--- src/rtl/keypad_pkg.sv ---
// Shared types and helpers for the keypad entry path: scan FSM states,
// key codes and the row/column to key code map.
package keypad_pkg;

  typedef enum logic [1:0] {
    ST_SCAN     = 2'd0,
    ST_DEBOUNCE = 2'd1,
    ST_HELD     = 2'd2,
    ST_RELEASE  = 2'd3
  } scan_state_e;

  localparam logic [3:0] KEY_CLR  = 4'hE;
  localparam logic [3:0] KEY_ENT  = 4'hF;
  localparam logic [3:0] KEY_NONE = 4'hA;

  // Physical layout: rows top to bottom, columns left to right; column 3 (A-D) carries no function.
  function automatic logic [3:0] key_map(input logic [1:0] row, input logic [1:0] col);
    logic [3:0] code;
    code = KEY_NONE;
    case ({row, col})
      4'b00_00: code = 4'd1;
      4'b00_01: code = 4'd2;
      4'b00_10: code = 4'd3;
      4'b01_00: code = 4'd4;
      4'b01_01: code = 4'd5;
      4'b01_10: code = 4'd6;
      4'b10_00: code = 4'd7;
      4'b10_01: code = 4'd8;
      4'b10_10: code = 4'd9;
      4'b11_00: code = KEY_CLR;
      4'b11_01: code = 4'd0;
      4'b11_10: code = KEY_ENT;
      default:  code = KEY_NONE;
    endcase
    return code;
  endfunction

  // Lowest-numbered active-low row wins when several rows are pulled together.
  function automatic logic [1:0] first_low_row(input logic [3:0] rows);
    logic [1:0] idx;
    idx = 2'd0;
    for (int i = 3; i >= 0; i--) begin
      if (!rows[i]) idx = 2'(i);
    end
    return idx;
  endfunction

  function automatic logic is_digit(input logic [3:0] code);
    return (code <= 4'd9);
  endfunction

endpackage

--- src/rtl/keypad_scan.sv ---
// Column scanner for a 4x4 matrix keypad: row synchronizer, column driver,
// press/release debounce FSM. Emits one key_evt per debounced press.
module keypad_scan
  import keypad_pkg::*;
#(
  parameter int SCAN_DIV     = 1000,
  parameter int DEBOUNCE_CNT = 20000
) (
  input  logic       clk,
  input  logic       rstb,
  input  logic [3:0] key_row,
  output logic [3:0] key_col,
  output logic       key_evt,
  output logic [3:0] key_code
);

  localparam int DWELL_W = (SCAN_DIV > 1) ? $clog2(SCAN_DIV) : 1;
  localparam int DEB_W   = (DEBOUNCE_CNT > 1) ? $clog2(DEBOUNCE_CNT) : 1;
  localparam logic [DWELL_W-1:0] DWELL_LAST = DWELL_W'(SCAN_DIV - 1);
  localparam logic [DEB_W-1:0]   DEB_LAST   = DEB_W'(DEBOUNCE_CNT - 1);

  logic [3:0]         row_meta;
  logic [3:0]         srow;
  scan_state_e        state, state_nxt;
  logic [DWELL_W-1:0] dwell, dwell_nxt;
  logic [DEB_W-1:0]   deb_cnt, deb_nxt;
  logic [1:0]         col_idx, col_nxt;
  logic [1:0]         lrow, lrow_nxt;
  logic               evt_nxt;
  logic [3:0]         code_nxt;
  logic               row_low;
  logic               any_low;

  // Rows idle high, so the synchronizer resets to all-released.
  // NOTE: sequential state uses non-blocking assignments so every flop samples pre-edge values.
  always_ff @(posedge clk or negedge rstb) begin
    if (!rstb) begin
      row_meta <= 4'hF;
      srow     <= 4'hF;
    end else begin
      row_meta <= key_row;
      srow     <= row_meta;
    end
  end

  assign row_low = ~srow[lrow];
  assign any_low = ~&srow;

  always_ff @(posedge clk or negedge rstb) begin
    if (!rstb) begin
      state    <= ST_SCAN;
      dwell    <= '0;
      deb_cnt  <= '0;
      col_idx  <= 2'd0;
      key_col  <= 4'b1110;
      lrow     <= 2'd0;
      key_evt  <= 1'b0;
      key_code <= KEY_NONE;
    end else begin
      state    <= state_nxt;
      dwell    <= dwell_nxt;
      deb_cnt  <= deb_nxt;
      col_idx  <= col_nxt;
      key_col  <= ~(4'b0001 << col_nxt);
      lrow     <= lrow_nxt;
      key_evt  <= evt_nxt;
      key_code <= code_nxt;
    end
  end

  // NOTE: every signal gets a default before the case so no path infers a latch.
  always_comb begin
    state_nxt = state;
    dwell_nxt = dwell;
    deb_nxt   = deb_cnt;
    col_nxt   = col_idx;
    lrow_nxt  = lrow;
    evt_nxt   = 1'b0;
    code_nxt  = key_code;
    case (state)
      ST_SCAN: begin
        if (dwell == DWELL_LAST) begin
          dwell_nxt = '0;
          if (any_low) begin
            lrow_nxt  = first_low_row(srow);
            deb_nxt   = '0;
            state_nxt = ST_DEBOUNCE;
          end else begin
            col_nxt = col_idx + 2'd1;
          end
        end else begin
          dwell_nxt = dwell + 1'b1;
        end
      end
      ST_DEBOUNCE: begin
        // A bounce back high resumes scanning on the same column with a fresh dwell.
        if (row_low) begin
          if (deb_cnt == DEB_LAST) begin
            state_nxt = ST_HELD;
            evt_nxt   = 1'b1;
            code_nxt  = key_map(lrow, col_idx);
          end else begin
            deb_nxt = deb_cnt + 1'b1;
          end
        end else begin
          state_nxt = ST_SCAN;
          dwell_nxt = '0;
        end
      end
      ST_HELD: begin
        if (!row_low) begin
          state_nxt = ST_RELEASE;
          deb_nxt   = '0;
        end
      end
      ST_RELEASE: begin
        if (row_low) begin
          deb_nxt = '0;
        end else if (deb_cnt == DEB_LAST) begin
          state_nxt = ST_SCAN;
          dwell_nxt = '0;
        end else begin
          deb_nxt = deb_cnt + 1'b1;
        end
      end
      default: state_nxt = ST_SCAN;
    endcase
  end

endmodule

--- src/rtl/keypad_entry.sv ---
// Decimal entry from a 4x4 keypad: up to three digits accumulated into an
// 8-bit saturating value, committed with ENTER as a one-cycle valid pulse.
module keypad_entry
  import keypad_pkg::*;
#(
  parameter int SCAN_DIV     = 1000,
  parameter int DEBOUNCE_CNT = 20000
) (
  input  logic       clk,
  input  logic       rstb,
  input  logic [3:0] key_row,
  output logic [3:0] key_col,
  output logic [7:0] entry,
  output logic [1:0] digit_cnt,
  output logic       overflow,
  output logic [7:0] value,
  output logic       value_valid
);

  logic       key_evt;
  logic [3:0] key_code;
  logic [9:0] next_entry;

  keypad_scan #(
    .SCAN_DIV    (SCAN_DIV),
    .DEBOUNCE_CNT(DEBOUNCE_CNT)
  ) u_scan (
    .clk     (clk),
    .rstb    (rstb),
    .key_row (key_row),
    .key_col (key_col),
    .key_evt (key_evt),
    .key_code(key_code)
  );

  // With at most two digits accumulated entry is <= 99, so ten bits always hold x*10+d.
  assign next_entry = ({2'b00, entry} << 3) + ({2'b00, entry} << 1) + {6'd0, key_code};

  always_ff @(posedge clk or negedge rstb) begin
    if (!rstb) begin
      entry       <= 8'd0;
      digit_cnt   <= 2'd0;
      overflow    <= 1'b0;
      value       <= 8'd0;
      value_valid <= 1'b0;
    end else begin
      value_valid <= 1'b0;
      if (key_evt) begin
        if (is_digit(key_code)) begin
          if (digit_cnt != 2'd3) begin
            if (next_entry > 10'd255) begin
              entry    <= 8'hFF;
              overflow <= 1'b1;
            end else begin
              entry <= next_entry[7:0];
            end
            digit_cnt <= digit_cnt + 2'd1;
          end
        end else if (key_code == KEY_CLR) begin
          entry     <= 8'd0;
          digit_cnt <= 2'd0;
          overflow  <= 1'b0;
        end else if (key_code == KEY_ENT) begin
          value       <= entry;
          value_valid <= 1'b1;
          entry       <= 8'd0;
          digit_cnt   <= 2'd0;
          overflow    <= 1'b0;
        end
      end
    end
  end

endmodule

--- config.mk ---
export PLATFORM = sky130hd
export DESIGN_NAME = keypad_entry
export DESIGN_NICKNAME = d
export VERILOG_FILES = /design/src/rtl/keypad_pkg.sv /design/src/rtl/keypad_scan.sv /design/src/rtl/keypad_entry.sv
export SDC_FILE = /design/constraint.sdc
export NUM_CORES = 1
export LEC_CHECK = 0
export BUFFER_PORTS_ARGS = -buffer_cell sky130_fd_sc_hd__buf_2
export CAP_MARGIN = 20
export CORE_ASPECT_RATIO = 1.2
export CORE_UTILIZATION = 23
export DETAILED_ROUTE_END_ITERATION = 8
export GPL_ROUTABILITY_DRIVEN = 0
export PLACE_DENSITY_LB_ADDON = 0.05
export SYNTH_ARGS = -nofsm -noshare
export SYNTH_HDL_FRONTEND = slang
export SYNTH_SLANG_ARGS = --single-unit
--- constraint.sdc ---
create_clock -name clk -period 7.9 [get_ports clk]
set_input_delay 1.975 -clock clk [delete_from_list [all_inputs] [get_ports clk]]
set_output_delay 1.975 -clock clk [all_outputs]
set_load 0.02 [all_outputs]
; ---- Yosys cells after proc, flatten, opt, wreduce, memory -nomap -nowiden
; Memories as Yosys holds them, arrays and structs flattened. A register that Yosys moved wholly into a read port is not among the register bits.
; Cells that the tools add are included.
[word_totals]
romBits = 64
wordCells = 111
inputBits = 6
register_bits = 64
n_memories = 1
[classes]
n_bitwise = 5
eq_ne = 18
muxes = 50
n_addsub = 6
magnitude_cmp = 3
n_reduce_logical = 13
n_shift = 1
[memory_table]
columns = name, words, width, read_ports, rd_ports_with_merged_regs, wr, line
row1 = (name not given), 16, 4, 1, 1, 0, keypad_pkg.sv:20  ; case ({row, col})
[op_table]
columns = operator, count
row1 = $mux W15, 6
row2 = $pmux W15 S4, 1
row3 = $mux W10, 4
row4 = $mux W8, 5
row5 = $mux W2, 18
row6 = $pmux W10 S3, 1
row7 = $reduce_and A4 Y1, 5
row8 = $add A15 B1 Y15 const B, 1
row9 = $eq A15 B15 Y1 const B, 1
row10 = $ne A2 B1 Y1 const B, 7
row11 = $mux W1, 13
row12 = $add A10 B1 Y10 const B, 1
row13 = $add A10 B4 Y10, 1
row14 = $add A10 B9 Y10, 1
row15 = $eq A10 B10 Y1 const B, 1
row16 = $gt A10 B8 Y1 const B, 1
row17 = $reduce_and A3 Y1, 3
row18 = $eq A4 B4 Y1 const B, 2
row19 = $pmux W2 S4, 1
row20 = $ne A2 B2 Y1 const B, 3
row21 = $reduce_and A6 Y1, 1
row22 = $reduce_bool A3 Y1, 2
row23 = $add A2 B1 Y2 const B, 2
row24 = $eq A2 B2 Y1 const B, 2
row25 = other kinds (10), 13

; ---- Logic depth before layout (Yosys ltp)
[depth]
word_depth = 6
mapped_depth = 8

; ---- Modules after synthesis
; A second synthesis with hierarchy kept.
[unflattened]
hier_cells = 415
hier_area_um2 = 4057.6
[by_module_without_submodules]
columns = mod, n_inst, cells_per_inst, seq_area_each_um2, area_each_um2
row1 = keypad_scan, 1, 276, 1217.4, 2755.1
row2 = keypad_entry, 1, 139, 500.5, 1302.5

; ---- Worst setup path after synthesis
; OpenSTA, ideal clock, no wires.
[synth_timing]
kind = register -> output
from = register u_scan.key_col[1]
to = output port key_col[1]
path_stages_with_launch = 1
setup_slack_ns = 5.371
t_arrival_ns = 0.554
cell_sequence = dfstp_2
[synth_lines]
columns = item, line
row1 = "start, declared", keypad_scan.sv:12  ; output logic [3:0] key_col,
row2 = "start signal, assigned", keypad_scan.sv:64  ; key_col <= ~(4'b0001 << col_nxt);
row3 = "end, declared", keypad_entry.sv:12  ; output logic [3:0] key_col,
; No word-level cell between the ends.

; ---- Worst setup path in the final report
[layout_timing]
from = register entry[2]
to = output port entry[2]
[layout_lines]
columns = item, line
row1 = "start, declared", keypad_entry.sv:13  ; output logic [7:0] entry,
row2 = "start signal, assigned", keypad_entry.sv:55  ; entry <= next_entry[7:0];
; No word-level cell between the ends.

==> metrics.md <==
| Metric | Value |
|---|---|
| Status | `complete, no violations` |
| DIE AREA | `0.0168 mm²` |
| Root Buffer | `clkbuf_16` |
| Crit path buf inv count | `1` |
| CP Cell Sequence | `buf_2` |
| Bufs on Longest Clock Path | `2` |
| Hold_buf cts | `0` |
| Die width | `119 µm` |
| Row count | `50` |
| Syn Nets | `415` |
| Unrepaired setup endpoints after global routing | `no` |
| Sw Pwr | `0.164 mW` |
| Area leader, netlist | `dfrtp_1` |
| GRT Util Overall | `12.1%` |
| Htree depth | `3` |
| Routed WL per cell | `14.6 µm` |
| Design Area, Final | `0.00445 mm²` |
| Net Sw Frac | `20.4%` |
| Commonest non-fill, non-tap cell in the layout | `dfrtp_1` |
| Drt drc | `0` |
| Yosys cell types | `60` |
| Clock share of power | `54.6%` |
| CTS sink count | `68` |
| Pre-CTS setup slack | `4980 ps` |
| Final setup margin | `4900 ps` |
| Io pins | `30` |
| Synth Cell Area | `0.00376 mm²` |
| Fin Setup TNS | `0 ps` |
| Critical Path Sink Type | `output pin` |
| Most frequent cells in the layout | `dfrtp_1 (55), nand2_1 (51), o21ai_0 (30)` |
| Final Cycle Share | `38.0%` |
| Slew HR | `39.4%` |
| Worst-Skew Late Latency | `340 ps` |
| Sequential-to-total area share from yosys stat | `45.7%` |
| Vias | `2,966` |
| Grt ovf | `0` |
| Crit path max-delay family | `flip-flops` |
| Vias per inst | `4.71` |
| Crit-path slowest cell | `dfrtp_1` |
| Final wirelength | `9170 µm` |
| Ant. Diodes | `0` |
| Clock skew | `9.17 ps` |
| DRT iter0 DRCs | `132` |
| Internal Power | `0.640 mW` |
| Peak VDD IR | `84.0 µV` |
| CP Class | `register to output pin` |
| Effective utilization at floorplan | `23.8%` |
| Dpl cell area | `0.00413 mm²` |
| Largest net degree at the start of global routing | `69` |
| CTS tree | `done` |
| Area contributors post-synth | `dfrtp_1 (37%), dfstp_2 (9.1%), ha_1 (7.7%)` |
| Vias in the first global route | `3,024` |
| Cell count after placement | `614` |
| Cell count after synthesis | `384` |
| DRT Pass-1 Iters | `4` |
| Post CTS Setup Buffer Count | `0` |
| Crit path DAT | `1030 ps` |
| Worst Path Required | `5930 ps` |
| Routed Antenna Nets | `0` |
| Crit-path max FO | `5` |
| Post-route insts no fill | `630` |
| Startpoint types | `register` |
| Min cycle time layout | `3000 ps` |
| Maximum clock rate | `333 MHz` |
| Asr flop ratio synth | `100%` |
| Share of cells above drive strength 1 | `15.9%` |
| Die height | `142 µm` |
| Hold WC Path Type | `register to register` |
| Worst reg2reg setup slack | `5180 ps` |
| I/O Buffers | `29` |
| Post-synth top flop | `dfrtp_1` |
| Final Hold Vio Count | `0` |
| Flop pwr share | `44.0%` |
| Cts bufs inserted | `9` |
| Slew Limit Fails | `0` |
| Tightest Pin Transition | `910 ps` |
| Synthesis warning total | `0` |
| EDFF count, synth | `0` |
| Total of max-cap violations | `0` |
| Largest stage delay, worst path | `470 ps` |
| Core area | `0.0158 mm²` |
| Synth top area share | `36.6%` |
| Placed wire-length estimate | `6500 µm` |
| Pwr Density | `180 mW/mm²` |
| P&R area growth vs syn | `18.6%` |
| Seq cells post-synth | `68` |
| First-pass GRT wire length | `15,900 µm` |
| CTS resizes | `0` |
| Nets | `448` |
| Mapped Avg Cell Area | `9.78 µm²` |
| Pleak | `2.04 nW` |
| Reg clk slew, reported paths | `50 ps` |
| Comb power frac | `1.3%` |
| Final setup fails | `0` |
| Initial antenna violation count | `0` |
cell type report:
type / count / area [µm²]
clock buffer: 12 / 246
fill: 1717 / 11300
multi-input combinational: 290 / 1920
sequential: 68 / 1720
tap: 208 / 260
inverter: 17 / 68.8
timing repair buffer: 31 / 160
clock inverter: 4 / 75.1
cells in the mapped netlist, types with 2 or more instances:
library cell and number:
a2111o_1 2, a211o_1 2, a211oi_1 2, a21o_1 4
a21oi_1 29, a22oi_1 8, a31oi_1 8, a41oi_1 3
and2_1 4, and3_1 3, buf_2 3, clkbuf_1 5
dfrtp_1 55, dfstp_2 13, fa_1 2, ha_1 23
inv_1 15, mux2_2 3, mux2i_1 7, mux4_2 2
nand2_1 51, nand2b_1 3, nand3_1 10, nand4_1 8
nor2_1 19, nor2b_1 2, nor3_1 8, nor4_1 2
o21a_1 4, o21ai_0 30, o21ai_1 3, o22ai_1 2
o31ai_1 7, or3_1 8, xnor2_1 8, xor2_1 2
power groups by stage:
stage	Combinational [mW]	Sequential, mW	Clock, mW
floorplan	0.00195	0.359	0
global placement	0.0116	0.360	0
global route	0.0129	0.354	0.474
CTS	0.0118	0.354	0.456
detailed placement	0.0118	0.360	0
finish	0.0107	0.354	0.439
per-stage QoR:
stage	utilization (%)	power [mW]	hold slack (ps)
floorplan	-	0.361	345
global placement	26.2	0.371	346
detailed placement	26.2	0.371	347
CTS	28.2	0.821	352
global route	28.2	0.841	353
finish	28.2	0.803	354
flip-flops by register name, summed over array words and instances, names as in the netlist, named ones only:
signal	flops
u_scan.deb_cnt	15
u_scan.dwell	10
entry	8
value	8
u_scan.key_code	4
u_scan.key_col	4
u_scan.row_meta	4
u_scan.srow	4
digit_cnt	2
u_scan.col_idx	2
u_scan.lrow	2
overflow	1
u_scan.key_evt	1
u_scan.state	1
value_valid	1
kinds of logic (layout without fill, tap and decap cells):
kind of cell	Yosys count	count (layout)	share of synthesized area [%]
simple gates	127	127	16.6
compound gates	114	114	19.0
flops	68	68	45.7
fa+ha+maj	26	26	8.99
buf+inv	26	64	3.03
mux	13	13	4.36
xor+xnor	10	10	2.33
worst paths after layout:
path                                                start                       end  cells after the start
min reg2reg                  u_scan.row_meta[2]$_DFF_PN1_  u_scan.srow[2]$_DFF_PN1_                      0
max                                  entry[2]$_DFFE_PN0P_                  entry[2]                      1
max reg2reg                u_scan.key_code[3]$_DFFE_PN1P_      entry[0]$_DFFE_PN0P_                      7
min in group asynchronous                            rstb  digit_cnt[1]$_DFFE_PN0P_                      2
max in group asynchronous                            rstb      entry[5]$_DFFE_PN0P_                      2
min                          u_scan.row_meta[2]$_DFF_PN1_  u_scan.srow[2]$_DFF_PN1_                      0
routing by layer:
metal	vias up	share of wire [%]	global-route usage (%)
li1	1476	-	-
met1	1432	47	15.5
met2	47	47	19.3
met3	11	3.8	3.13
met4	0	1.6	5.20
met5	-	0	0
Power figures use the tool's default switching activity.
